`src/rtl/gl_prim_assembler.sv`:
```
// Primitive assembler: turns a vertex stream into list/strip/fan triangles,
// drops degenerate ones, and hands each survivor to the rasterizer with a
// one-cycle fifo_ready pulse. It then waits for raster_ready before taking
// more vertices.
module gl_prim_assembler #(
    parameter int VERTEX_TYPE_SIZE = 96,
    parameter int CNT_W            = 16
) (
    input  logic                        clk,
    input  logic                        rst,
    input  logic [1:0]                  mode,
    input  logic                        vtx_valid,
    output logic                        vtx_ready,
    input  logic [VERTEX_TYPE_SIZE-1:0] vtx_data,
    input  logic                        vtx_last,
    output logic                        fifo_ready,
    output logic [VERTEX_TYPE_SIZE-1:0] fifo_in1,
    output logic [VERTEX_TYPE_SIZE-1:0] fifo_in2,
    output logic [VERTEX_TYPE_SIZE-1:0] fifo_in3,
    input  logic                        raster_ready,
    output logic [CNT_W-1:0]            tri_count,
    output logic [CNT_W-1:0]            cull_count
);

    typedef enum logic [1:0] {COLLECT = 2'd0, ISSUE = 2'd1, WAIT = 2'd2} state_t;

    localparam logic [1:0] M_LIST  = 2'd0;
    localparam logic [1:0] M_STRIP = 2'd1;
    localparam logic [1:0] M_FAN   = 2'd2;

    state_t                      state, state_nxt;
    logic [VERTEX_TYPE_SIZE-1:0] slot_a, slot_b;
    logic [1:0]                  vcnt;
    logic                        parity;
    logic [1:0]                  lmode;

    logic                        accept;
    logic [1:0]                  mode_sel, eff_mode;
    logic                        have_tri, degen, fire, cull;
    logic [VERTEX_TYPE_SIZE-1:0] c1, c2, c3;

    // Two vertices collapse when both x and y match bit for bit; attr is ignored.
    function automatic logic same_pos(input logic [VERTEX_TYPE_SIZE-1:0] p,
                                      input logic [VERTEX_TYPE_SIZE-1:0] q);
        return (p[VERTEX_TYPE_SIZE-1 -: 32] == q[VERTEX_TYPE_SIZE-1 -: 32]) &&
               (p[63:32] == q[63:32]);
    endfunction

    assign accept = vtx_valid & vtx_ready;

    // Candidate triangle and cull decision for the vertex being offered now.
    // The first vertex of a primitive uses the live mode; later vertices use
    // the mode latched when that first vertex was accepted.
    always_comb begin
        mode_sel = (vcnt == 2'd0) ? mode : lmode;
        eff_mode = (mode_sel == 2'd3) ? M_LIST : mode_sel;
        have_tri = accept && (vcnt == 2'd2);
        // Odd strip triangles swap the first two vertices to keep a consistent winding.
        if (eff_mode == M_STRIP && parity) begin
            c1 = slot_b;
            c2 = slot_a;
        end else begin
            c1 = slot_a;
            c2 = slot_b;
        end
        c3    = vtx_data;
        degen = same_pos(c1, c2) | same_pos(c1, c3) | same_pos(c2, c3);
        fire  = have_tri & ~degen;
        cull  = have_tri & degen;
    end

    // FSM state register.
    always_ff @(posedge clk or posedge rst) begin
        if (rst) state <= COLLECT;
        else     state <= state_nxt;
    end

    // FSM next state: raster_ready only matters once we are in WAIT.
    always_comb begin
        state_nxt = state;
        case (state)
            COLLECT: if (fire) state_nxt = ISSUE;
            ISSUE:   state_nxt = WAIT;
            WAIT:    if (raster_ready) state_nxt = COLLECT;
            default: state_nxt = COLLECT;
        endcase
    end

    // FSM outputs.
    always_comb begin
        vtx_ready  = (state == COLLECT);
        fifo_ready = (state == ISSUE);
    end

    // Vertex slots, primitive bookkeeping, triangle output registers, counters.
    always_ff @(posedge clk or posedge rst) begin
        if (rst) begin
            slot_a     <= '0;
            slot_b     <= '0;
            vcnt       <= 2'd0;
            parity     <= 1'b0;
            lmode      <= 2'd0;
            fifo_in1   <= '0;
            fifo_in2   <= '0;
            fifo_in3   <= '0;
            tri_count  <= '0;
            cull_count <= '0;
        end else begin
            if (state == ISSUE) tri_count <= tri_count + 1'b1;
            if (accept) begin
                if (vcnt == 2'd0) lmode <= mode;
                case (vcnt)
                    2'd0: begin
                        slot_a <= vtx_data;
                        vcnt   <= 2'd1;
                    end
                    2'd1: begin
                        slot_b <= vtx_data;
                        vcnt   <= 2'd2;
                    end
                    default: begin
                        // Sliding window: strips shift both slots, fans keep the pivot.
                        case (eff_mode)
                            M_STRIP: begin
                                slot_a <= slot_b;
                                slot_b <= vtx_data;
                                parity <= ~parity;
                            end
                            M_FAN:   slot_b <= vtx_data;
                            default: vcnt   <= 2'd0;
                        endcase
                    end
                endcase
                if (fire) begin
                    fifo_in1 <= c1;
                    fifo_in2 <= c2;
                    fifo_in3 <= c3;
                end
                if (cull) cull_count <= cull_count + 1'b1;
                // End of primitive: a partial triangle is simply forgotten.
                if (vtx_last) begin
                    vcnt   <= 2'd0;
                    parity <= 1'b0;
                end
            end
        end
    end

endmodule

```
`config.mk`:
```
export PLATFORM = sky130hd
export DESIGN_NAME = gl_prim_assembler
export DESIGN_NICKNAME = d
export VERILOG_FILES = /design/src/rtl/gl_prim_assembler.sv
export SDC_FILE = /design/constraint.sdc
export NUM_CORES = 1
export LEC_CHECK = 0
export CORE_MARGIN = 5
export CORE_UTILIZATION = 49
export CTS_CLUSTER_DIAMETER = 120
export DETAILED_ROUTE_END_ITERATION = 10
export HOLD_SLACK_MARGIN = 0.06
export PLACE_DENSITY = 0.8
export SLEW_MARGIN = 20
export SYNTH_ARGS = -nofsm -noshare
export SYNTH_HDL_FRONTEND = slang
export SYNTH_SLANG_ARGS = --single-unit
```
`constraint.sdc`:
```
create_clock -name clk -period 19.9 [get_ports clk]
set_input_delay 5.97 -clock clk [delete_from_list [all_inputs] [get_ports clk]]
set_output_delay 5.97 -clock clk [all_outputs]
set_load 0.005 [all_outputs]
```
==> impl_metrics.py <==
metrics = {
    "outcome": {
        "status": "completed",
    },
    "clock_network": {
        "cts_sinks": 519,
        "htree_levels": 2,
        "cts_buffers": 56,
        "tritoncts": "yes",
        "cts-resized-gates": 0,
        "clockBufferDepth": 3,
        "clk_latency_ns": 0.63,
        "cts_root_buf": "clkbuf_16",
        "hold_buffers": 0,
        "cts_setup_buffers": 0,
        "path_clk_slew_ns": 0.06,
    },
    "critical_path": {
        "crit_path_max_fanout": 102,
        "cp-end-kind": "register",
        "path_class": "primary input to register",
        "cp_top_family": "buffers and inverters",
        "r2r-start": "vcnt[1]",
        "path_common_cell": "buf_4",
        "cp.arrival_ns": 12.88,
        "r2r_slack_ns": 12.21,
        "crit_path_start_kind": "primary input",
        "max_stage_delay_ns": 0.93,
        "reg2reg_to": "fifo_in3[17]",
        "cp_data_required_time_ns": 20.41,
        "path_cells": "clkdlybuf4s50_1, mux2_2, ha_1, nand2_4, buf_4, mux2i_1, a22oi_1, and4_1, nand4_1, nor4_2, a211o_2, nor2_4, buf_4, buf_12, buf_4, mux2_4",
        "ff2ff_path_depth": 16,
        "cpMaxStageDelayCell": "buf_4",
        "crit_buf_inv": 5,
    },
    "placed_design": {
        "dp.cells": 3521,
        "io_buffers": 424,
        "place_congestion": 1.02,
        "hpwl_um": 69600,
    },
    "floorplanning": {
        "start_util_pct": 49.3,
        "fp.dieW_um": 245,
        "die_h_um": 245,
        "die-area_sq_um": 60100,
        "rows": 86,
        "coreArea_sq_um": 55000,
        "io_pins": 425,
    },
    "power_and_ir_drop": {
        "max-vdd-ir-drop_mv": 0.143,
        "leakage_nw": 14.9,
        "powerDensity_nw_per_um2": 185,
    },
    "logic_synthesis": {
        "yosys_warnings": 0,
        "synth_ff_type": "dfrtp_1",
        "synthesis.area_sq_um": 27100,
        "synth_fp_nets": 2621,
        "synth.distinct_cells": 62,
        "ys_seq_elements": 519,
        "synth_edf_count": 0,
        "ys_seq_area_share_pct": 47.9,
        "syn_inst": 2515,
        "avgSynthCellArea_sq_um": 10.8,
        "async_reset_ff_share_pct": 100,
    },
    "sta": {
        "rsz0062_at_grt": "no",
        "worst_slew_pin_slew_ns": 1.18,
        "fmax_mhz": 80.8,
        "fin_setup_tns_ns": 0,
        "slew_viol_final": 0,
        "finalCritPeriodShare_pct": 62.2,
        "slew_headroom_pct": 21.2,
        "hold_viol_final": 0,
        "finalSetupViolations": 0,
        "fin_skew_ns": 0.0345,
        "fin_crit_ns": 12.37,
    },
    "drt": {
        "first_iter_violations": 1944,
        "dr_total_vias": 21200,
        "wire_per_inst_um": 26.7,
        "wl_um": 97000,
        "ant_nets": 0,
        "firstDrtPassIters": 6,
        "drcViolationCount": 0,
        "viasPerCell": 5.83,
    },
    "finish": {
        "final_cell_mix": "519 x dfrtp_1, 424 x clkdlybuf4s50_1, 416 x nand2_1",
        "fin_nets": 2938,
        "final_common_cell": "dfrtp_1",
        "fill_cells": 4306,
        "drive_gt1_share_pct": 15.9,
        "final_util_pct": 61.3,
        "fin_cells": 3629,
        "syn_to_final_growth_pct": 24.4,
    },
    "grt": {
        "grt_start_max_net_pins": 213,
        "grt_pass1_vias": 21700,
        "grt.total_usage_pct": 31.6,
        "antenna_found_initial": 1,
        "gr-total-overflow": 0,
        "grt_pass1_wl_um": 145000,
    },
    "worst_hold_path": {
        "min_path_type": "register to register",
        "holdCritStartpoint": "tri_count[15]",
        "min_to": "tri_count[15]",
        "hold_depth": 1,
    },
    "run": {
        "cap_violations": 0,
    },
}
[stage by stage]
stage,power (W),hold WS (ns),cell area [sq um],setup WS [ns]
4_1_cts,0.00621,0.482,33700,7.71
3_3_place_gp,0.00494,0.462,31600,7.19
3_5_place_dp,0.00501,0.472,31600,7.03
2_1_floorplan,0.00366,0.468,27100,6.88
6_report,0.00622,0.476,33700,7.53
5_1_grt,0.00653,0.488,33700,7.35
[synthesized netlist by cell type (6+ instances only)]
cell	number	area share [%]
nor2_1	117	1.6
xor2_1	109	3.5
nand2_1	417	5.8
o2111ai_1	8	0.26
a21oi_1	116	2.1
o21ai_0	123	2.3
inv_1	71	0.98
mux2i_1	138	5.1
o22ai_1	12	0.28
dfrtp_1	519	48
clkbuf_1	118	1.6
mux2_2	92	3.8
nor4_1	38	0.88
buf_6	28	1.2
buf_2	16	0.30
a221oi_1	12	0.39
nand4_1	21	0.48
o31ai_1	42	1.2
a31oi_1	6	0.14
nor2b_1	47	1.1
nor3_1	11	0.20
xnor2_1	72	2.3
buf_1	20	0.28
nand3_1	29	0.54
o221ai_1	6	0.19
and3_1	8	0.18
a2111oi_0	15	0.48
mux2_4	225	12
nand2b_1	15	0.35
[where the power goes]
part           internal (W)  total [W]  leakage [nW]  switching, W
Sequential          0.00156    0.00219          6.19      0.000622
Combinational       0.00153    0.00288          7.66       0.00135
Clock              0.000699    0.00116          1.01      0.000461
[cell families (layout without fill, tap and decap cells)]
kind of cell,count (synthesis),in the layout,share of synthesized area [%]
buf+inv,257,622,4.46
compound gates,378,378,8.53
simple gates,721,721,11.6
other cells,0,1,0
fa+ha+maj,3,3,0.139
xor+xnor,181,181,5.85
flops,519,519,47.9
mux,456,456,21.4
[registers in the layout, indices dropped and copies added, names as in the netlist]
| signal | flops |
|---|---|
| tri_count | 16 |
| fifo_in2 | 96 |
| slot_a | 96 |
| slot_b | 96 |
| vcnt | 2 |
| lmode | 2 |
| state | 2 |
| fifo_in3 | 96 |
| parity | 1 |
| cull_count | 16 |
| fifo_in1 | 96 |
[per-layer routing]
layer	global-route usage, %	routed length, um
met3	6.69	7350
met2	50.2	44800
met1	43.9	41500
met4	9.77	3420
met5	0	20
[worst reg2reg max path, delay by kind of cell, from the launching register on]
kind	cells	cell delay, ns
buf+inv	4	3.32
compound gates	2	0.72
simple gates	6	1.58
fa+ha+maj	1	0.27
mux	3	1.23
flops	1	0.47
[area by class of cell]
type | count | area, sq um | area share [%]
sequential | 519 | 13000 | 38.5
multi-input combinational | 1739 | 12900 | 38.4
timing repair buffer | 445 | 4490 | 13.3
clock buffer | 71 | 1590 | 4.71
tap | 748 | 936 | 2.78
clock inverter | 35 | 490 | 1.46
inverter | 71 | 270 | 0.802
antenna | 1 | 2.50 | 0.00743
[worst max-delay path by stage]
stage,startpoint,to,slack (ns),cells past startpoint
after detailed placement,mode[0],fifo_in3[17],7.03,16
after CTS,mode[0],fifo_in3[6],7.71,16
after global placement,mode[0],fifo_in2[22],7.19,16
after floorplan,rst,cull_count[0],6.88,1
final,mode[0],fifo_in3[17],7.53,16
after global routing,mode[0],fifo_in2[19],7.35,16
(Power assumes the default switching activity.)
